`config.mk`:
```
export PLATFORM = sky130hd
export DESIGN_NAME = bcd_serial_addsub
export DESIGN_NICKNAME = d
export VERILOG_FILES = /design/src/rtl/bcd_serial_addsub.sv
export SDC_FILE = /design/constraint.sdc
export NUM_CORES = 1
export LEC_CHECK = 0
export BUFFER_PORTS_ARGS = -buffer_cell sky130_fd_sc_hd__buf_2
export CORE_ASPECT_RATIO = 1.4
export CORE_MARGIN = 10
export CORE_UTILIZATION = 29
export CTS_CLUSTER_SIZE = 25
export DETAILED_ROUTE_END_ITERATION = 10
export GPL_ROUTABILITY_DRIVEN = 0
export SETUP_SLACK_MARGIN = 0.4
export SYNTH_ARGS = -nofsm -noshare
export SYNTH_HDL_FRONTEND = slang
export SYNTH_SLANG_ARGS = --single-unit
```
`constraint.sdc`:
```
create_clock -name clk -period 4.4 [get_ports clk]
set_clock_uncertainty 0.15 [all_clocks]
set_input_delay 0.44 -clock clk [delete_from_list [all_inputs] [get_ports clk]]
set_output_delay 0.44 -clock clk [all_outputs]
set_load 0.005 [all_outputs]
```
`src/rtl/bcd_serial_addsub.sv`:
```
// Digit-serial packed-BCD adder/subtractor, one digit per clock, least significant digit first.
// Subtraction adds the nines complement of B with an inverted borrow as the carry-in.
module bcd_serial_addsub #(
  parameter int unsigned DIGITS = 4
) (
  input  logic                  clk,
  input  logic                  rst_n,
  input  logic                  in_valid,
  output logic                  in_ready,
  input  logic [4*DIGITS-1:0]   a,
  input  logic [4*DIGITS-1:0]   b,
  input  logic                  cin,
  input  logic                  sub,
  output logic                  out_valid,
  input  logic                  out_ready,
  output logic [4*DIGITS-1:0]   sum,
  output logic                  cout,
  output logic                  err
);

  localparam int unsigned W    = 4 * DIGITS;
  localparam int unsigned IdxW = (DIGITS > 1) ? $clog2(DIGITS) : 1;
  localparam logic [IdxW-1:0] LastIdx = IdxW'(DIGITS - 1);

  typedef enum logic [1:0] {StIdle, StRun, StDone} state_e;

  state_e          state_q, state_d;
  logic [W-1:0]    a_q, a_d;
  logic [W-1:0]    b_q, b_d;
  logic [W-1:0]    acc_q, acc_d;
  logic            carry_q, carry_d;
  logic [IdxW-1:0] idx_q, idx_d;
  logic            err_acc_q, err_acc_d;
  logic [W-1:0]    sum_q, sum_d;
  logic            cout_q, cout_d;
  logic            err_q, err_d;

  logic [W-1:0]    b_nines;
  logic [3:0]      a_k, b_k, digit;
  logic [4:0]      t;
  logic            carry_nxt;

  always_comb begin
    b_nines = '0;
    for (int k = 0; k < int'(DIGITS); k++) begin
      b_nines[k*4 +: 4] = 4'd9 - b[k*4 +: 4];
    end
  end

  // A stored nines-complement digit is >9 exactly when the original digit was,
  // so the error check works on b_q in both modes.
  always_comb begin
    a_k       = a_q[idx_q*4 +: 4];
    b_k       = b_q[idx_q*4 +: 4];
    t         = {1'b0, a_k} + {1'b0, b_k} + {4'd0, carry_q};
    digit     = t[3:0];
    carry_nxt = 1'b0;
    if (t > 5'd9) begin
      digit     = t[3:0] + 4'd6;
      carry_nxt = 1'b1;
    end
  end

  always_comb begin
    state_d   = state_q;
    a_d       = a_q;
    b_d       = b_q;
    acc_d     = acc_q;
    carry_d   = carry_q;
    idx_d     = idx_q;
    err_acc_d = err_acc_q;
    sum_d     = sum_q;
    cout_d    = cout_q;
    err_d     = err_q;

    unique case (state_q)
      StIdle: begin
        if (in_valid) begin
          a_d       = a;
          b_d       = sub ? b_nines : b;
          carry_d   = sub ? ~cin : cin;
          idx_d     = '0;
          err_acc_d = 1'b0;
          acc_d     = '0;
          state_d   = StRun;
        end
      end
      StRun: begin
        acc_d[idx_q*4 +: 4] = digit;
        carry_d             = carry_nxt;
        err_acc_d           = err_acc_q | (a_k > 4'd9) | (b_k > 4'd9);
        if (idx_q == LastIdx) begin
          state_d = StDone;
          sum_d   = acc_d;
          cout_d  = carry_nxt;
          err_d   = err_acc_d;
          idx_d   = '0;
        end else begin
          idx_d = idx_q + 1'b1;
        end
      end
      StDone: begin
        if (out_ready) begin
          state_d = StIdle;
        end
      end
      default: state_d = StIdle;
    endcase
  end

  always_ff @(posedge clk or negedge rst_n) begin
    if (!rst_n) begin
      state_q   <= StIdle;
      a_q       <= '0;
      b_q       <= '0;
      acc_q     <= '0;
      carry_q   <= 1'b0;
      idx_q     <= '0;
      err_acc_q <= 1'b0;
      sum_q     <= '0;
      cout_q    <= 1'b0;
      err_q     <= 1'b0;
    end else begin
      state_q   <= state_d;
      a_q       <= a_d;
      b_q       <= b_d;
      acc_q     <= acc_d;
      carry_q   <= carry_d;
      idx_q     <= idx_d;
      err_acc_q <= err_acc_d;
      sum_q     <= sum_d;
      cout_q    <= cout_d;
      err_q     <= err_d;
    end
  end

  assign in_ready  = (state_q == StIdle);
  assign out_valid = (state_q == StDone);
  assign sum       = sum_q;
  assign cout      = cout_q;
  assign err       = err_q;

endmodule

```
After elaboration in Yosys (flattened, before gate mapping)
Cells that the tools add are included.
{ "word_totals": {"reg_bits": 72, "inputBits": 38, "elab_cells": 59} }
{ "op_classes": {"add_sub_neg": 9, "order_cmp": 3, "n_eq_ne": 6, "n_shift": 4, "mux": 18, "bitwise": 3, "reduce_logical": 6} }
{ "ops": {"columns": ["operator", "count"], "rows": [
  ["negator 4 -> 34 bit", 1],
  ["variable shift 4 x 34 -> 16 bit (first input constant)", 1],
  ["variable part select 4 x 34 -> 16 bit", 1],
  ["2-to-1 mux 16 bit", 2],
  ["one-hot mux 16 bit (2 select lines)", 1],
  ["variable part select 16 x 5 -> 4 bit", 2],
  ["bitwise mux 16 bit", 1],
  ["subtractor 4 bit (first input constant)", 4],
  ["2-to-1 mux 2 bit", 5],
  ["greater-than comparator 4 bit (second input constant)", 2],
  ["one-hot mux 2 bit (3 select lines)", 1],
  ["AND reduction 2 bit", 3],
  ["adder 4 x 4 -> 5 bit", 1],
  ["adder 5 x 1 -> 5 bit", 1],
  ["greater-than comparator 5 x 4 -> 1 bit (second input constant)", 1],
  ["adder 4 x 3 -> 4 bit (second input constant)", 1],
  ["== test 2 bit (second input constant)", 2],
  ["2-to-1 mux 1 bit", 4],
  ["2-to-1 mux 4 bit", 1],
  ["inequality test 2 bit (second input constant)", 2],
  ["one-hot mux 1 bit (2 select lines)", 2],
  ["one-hot mux 2 bit (2 select lines)", 1],
  ["AND reduction 3 bit", 1],
  ["adder 2 x 1 -> 2 bit (second input constant)", 1],
  ["6 further kinds", 7]
]} }

Longest topological paths before layout
{ "depth": {"word_depth": 8, "mapped_depth": 11, "mapped_depth_nobuf": 10} }

Least setup slack after synthesis
OpenSTA, ideal clock, no wires.
{ "synth_path": {"kind": "reg2reg", "from": "register idx_q[0]", "to": "register sum_q[10], in the netlist sum[10]", "setup_time_ns": 0.077, "arrival_time_ns": 3.646, "setup_slack_ns": 0.527, "path_stages_with_launch": 12, "n_path_buf": 1, "period_less_slack_ns": 3.873, "path_cell_list": "dfrtp_1 -> buf_2 -> mux4_2 -> fa_1 -> fa_1 -> xnor2_1 -> ha_1 -> nor2b_1 -> a31o_1 -> o31a_1 -> mux2_4 -> o21ai_1"} }
{ "synth_between": {"elab_chain_len": 7, "word_cells_on_any_way": 13} }
{ "synth_rtl": {"columns": ["element", "line", "text"], "rows": [
  ["start, declared", "32", "logic [IdxW-1:0] idx_q, idx_d;"],
  ["start signal, assigned", "129", "idx_q <= idx_d;"],
  ["variable part select 16 x 5 -> 4 bit, on equally long branches", "53, 54", null],
  ["adder 4 x 4 -> 5 bit", "55", "t = {1'b0, a_k} + {1'b0, b_k} + {4'd0, carry_q};"],
  ["adder 5 x 1 -> 5 bit", "55", null],
  ["adder 4 x 3 -> 4 bit or greater-than comparator 5 x 4 -> 1 bit (tied branches)", "59, 58", null],
  ["2-to-1 mux 4 bit", "58", "if (t > 5'd9) begin"],
  ["variable part select 4 x 34 -> 16 bit", "89", "acc_d[idx_q*4 +: 4] = digit;"],
  ["bitwise mux 16 bit", "89", null],
  ["end signal, assigned", "131", "sum_q <= sum_d;"],
  ["end, declared", "34", "logic [W-1:0] sum_q, sum_d;"]
]} }
Several ways; a longest one is shown, not always the timed one.
A chain may end at the register's enable or synchronous reset.

Worst setup path in the final report
{ "layout_path": {"from": "register idx_q[0]", "to": "register acc_q[10]"} }
{ "layout_between": {"elab_chain_len": 8, "word_cells_on_any_way": 12} }
{ "layout_rtl": {"columns": ["element", "line", "text"], "rows": [
  ["variable part select 16 x 5 -> 4 bit, on equally long branches", "53, 54", null],
  ["adder 4 x 4 -> 5 bit", "55", null],
  ["adder 5 x 1 -> 5 bit", "55", null],
  ["adder 4 x 3 -> 4 bit or greater-than comparator 5 x 4 -> 1 bit (tied branches)", "59, 58", null],
  ["2-to-1 mux 4 bit", "58", null],
  ["variable part select 4 x 34 -> 16 bit", "89", null],
  ["bitwise mux 16 bit *", "89", null],
  ["one-hot mux 16 bit (2 select lines) *", "76", "unique case (state_q)"],
  ["end signal, assigned", "116", "acc_q <= '0;"],
  ["end signal, assigned", "127", "acc_q <= acc_d;"],
  ["end, declared", "30", "logic [W-1:0] acc_q, acc_d;"]
]} }
Mark *: on every way between the ends. The rest lies on a longest branch, timed or not.

==> summary.md <==
| Metric | Value |
|---|---|
| Clk buf depth | `2` |
| Detail Placement HPWL | `roughly 6.4 mm` |
| Cell with the most instances after synthesis | `dfrtp_1` |
| DRT iter0 DRCs | `80` |
| Hold Crit Class | `primary input to flop` |
| Crit-path max FO | `8` |
| Htree depth | `3` |
| Root Buffer | `clkbuf_16` |
| Final setup fails | `0` |
| Antenna Diode Count | `0` |
| Via-to-Cell Ratio | `around 4.9` |
| Die X | `between 100 and 150 um` |
| Die area | `~0.017 mm2` |
| Buffer and inverter count on the worst path | `0` |
| Final WL | `roughly 8.5 mm` |
| CTS tree | `done` |
| Largest net degree at the start of global routing | `51` |
| Final Cycle Share | `0.861` |
| Clock Sinks | `between 70 and 80` |
| Post-CTS Hold Buffers | `0` |
| Data arrival, critical path | `~3.9 ns` |
| Avg WL per Cell | `roughly 16 um` |
| Routed Antenna Nets | `0` |
| DRC | `0` |
| Initial Util | `0.297` |
| Port Buffer Count | `57` |
| Synth Register Bits | `slightly above 70` |
| Mapped Cells | `325` |
| Vias in the first global route | `2784` |
| Crit-path leading delay family | `adder cells` |
| Ys async rst share | `1.00` |
| Status | `completed` |
| Inserted Clock Buffers | `9` |
| Synth Flop Type | `dfrtp_1` |
| Clk Latency, worst-skew pair | `roughly 0.34 ns` |
| Placed cell count | `a little over 500` |
| Cells resized by post-CTS repair | `0` |
| # rows | `47` |
| Synth top area cells | `dfrtp_1 (51%), mux2_2 (6.4%), mux4_2 (5.1%), ha_1 (5.0%), a21oi_1 (4.4%)` |
| RSZ-0062 raised after global routing | `no` |
| Yosys Warn Count | `0` |
| Worst path max stage delay | `roughly 0.53 ns` |
| Critical Path RT | `4.51 ns` |
| Worst relative slew slack | `0.227` |
| Worst Setup Start Kind | `flop` |
| Area Growth Syn to Fin | `22.8%` |
| Fin util | `0.365` |
| Slew Limit Fails | `0` |
| Crit path kind | `flop to flop` |
| Cell Area, Synth | `between 0.003 and 0.004 mm2` |
| Fin. Hold Viols | `0` |
| Post-route minimum period | `3.79 ns` |
| Post-CTS Setup Inserts | `0` |
| Top-area cell type share of the netlist area | `0.510` |
| Largest area contributor in the synthesized netlist | `dfrtp_1` |
| Syn Nets | `around 380` |
| Setup TNS | `0 ns` |
| Initial antenna violation count | `0` |
| Post-synth top cells | `dfrtp_1 (72), nand2_1 (33), a21oi_1 (31)` |
| GRT Residual Overflow | `0` |
| Die height | `~150 um` |
| Filler instances | `~1200` |
| Max cap viols | `0` |
| Most used cell along the critical path | `fa_1` |
| Mapped Avg Cell Area | `around 11 um2` |
| Synth cell types | `38` |
| Number of flops mapped to enable cells by yosys | `0` |
| Fin Hold WS | `about 0.16 ns` |
| Finished Layout Cells | `between 500 and 600` |
| Cell Chain, Critical Path | `mux4_2 > fa_1 > fa_1 > xnor2_2 > ha_1 > nor2b_1 > a31o_1 > o31a_1 > mux2_4 > o21ai_1` |
| DR pass1 iterations | `4` |
| FMAX | `between 200 and 300 MHz` |
| Clk slew on worst S/H paths | `0.06 ns` |
| Crit-path slowest cell | `mux4_2` |
| CP Capture Type | `flop` |
| First-pass GRT wire length | `~14 mm` |
| Share of layout cells above drive strength 1 | `0.292` |
| Global Route Usage Sum | `0.103` |
| # IOs | `between 50 and 60` |
| Final net count | `about 440` |
| Register area share after synthesis | `0.510` |
| Total number of vias | `2594` |
| Slew @ Worst Pin | `approximately 1.2 ns` |
| CORE AREA | `approximately 0.012 mm2` |
worst reg2reg max path: stages (launching register included):
cell	delay (ns)
dfrtp_2	0.43
mux4_2	0.53
fa_1	0.45
fa_1	0.45
xnor2_2	0.19
ha_1	0.22
nor2b_1	0.13
a31o_1	0.21
o31a_1	0.40
mux2_4	0.39
o21ai_1	0.15
placed cells by master, fill, tap and decap left out, types with 8 or more instances in the layout:
cell | Yosys | routed
dfrtp_1 | 72 | 71
buf_2 | 2 | 57
nand2_1 | 33 | 33
a21oi_1 | 31 | 31
o21ai_1 | 25 | 25
nor2_1 | 23 | 23
mux2_2 | 20 | 20
inv_1 | 16 | 16
ha_1 | 14 | 14
and3_1 | 13 | 13
clkbuf_16 | 0 | 9
mux4_2 | 8 | 8
metal layers:
layer / wire length [um] / share of wire / GRT usage / up-vias
li1: - / - / - / 1254
met1: 3450 / 0.41 / 0.110 / 1262
met2: 4510 / 0.53 / 0.183 / 60
met3: 335 / 0.039 / 0.0279 / 18
met4: 221 / 0.026 / 0.0534 / 0
met5: 0 / 0 / 0 / -
cell families (layout without fill, tap and decap cells):
group	after synthesis	count (layout)	share of synthesized area
compound gates	79	79	0.129
xor+xnor	11	11	0.0294
fa+ha+maj	16	16	0.0610
buf+inv	33	95	0.0358
flops	72	72	0.510
mux	33	33	0.130
simple gates	81	81	0.104
state kept, by name (all words and copies together), names as in the netlist:
signal / cells
carry_q: 1
err: 1
a_q: 16
sum: 16
state_q: 2
idx_q: 2
acc_q: 16
b_q: 16
cout: 1
err_acc_q: 1
layout make-up:
type | count | area, um2 | area share
Tap cell | 147 | 184 | 0.0424
Inverter | 17 | 63.8 | 0.0147
Clock inverter | 5 | 78.8 | 0.0182
Multi-Input combinational cell | 220 | 1630 | 0.376
Clock buffer | 11 | 253 | 0.0583
Sequential cell | 72 | 1800 | 0.416
Timing Repair Buffer | 62 | 323 | 0.0745
stage by stage:
stage	area, um2	worst slack [ns]
finish	4330	0.613
floorplan	3530	0.527
global route	4330	0.405
CTS	4310	0.498
detailed placement	3980	0.493
global placement	3980	0.638
worst paths after layout:
kind	start	endpoint	slack [ns]	cells past startpoint
min	out_ready	state_q[1]	0.16	2
max reg2reg	idx_q[0]	acc_q[10]	0.61	10
min in group asynchronous	rst_n	sum[7]	0.17	1
max in group asynchronous	rst_n	idx_q[0]	2.96	2
max	idx_q[0]	acc_q[10]	0.61	10
min reg2reg	acc_q[6]	acc_q[6]	0.33	2
Power is left out: the tool's default activity adds up to more than one toggle a clock period on the data nets, which glitch-free logic cannot reach.
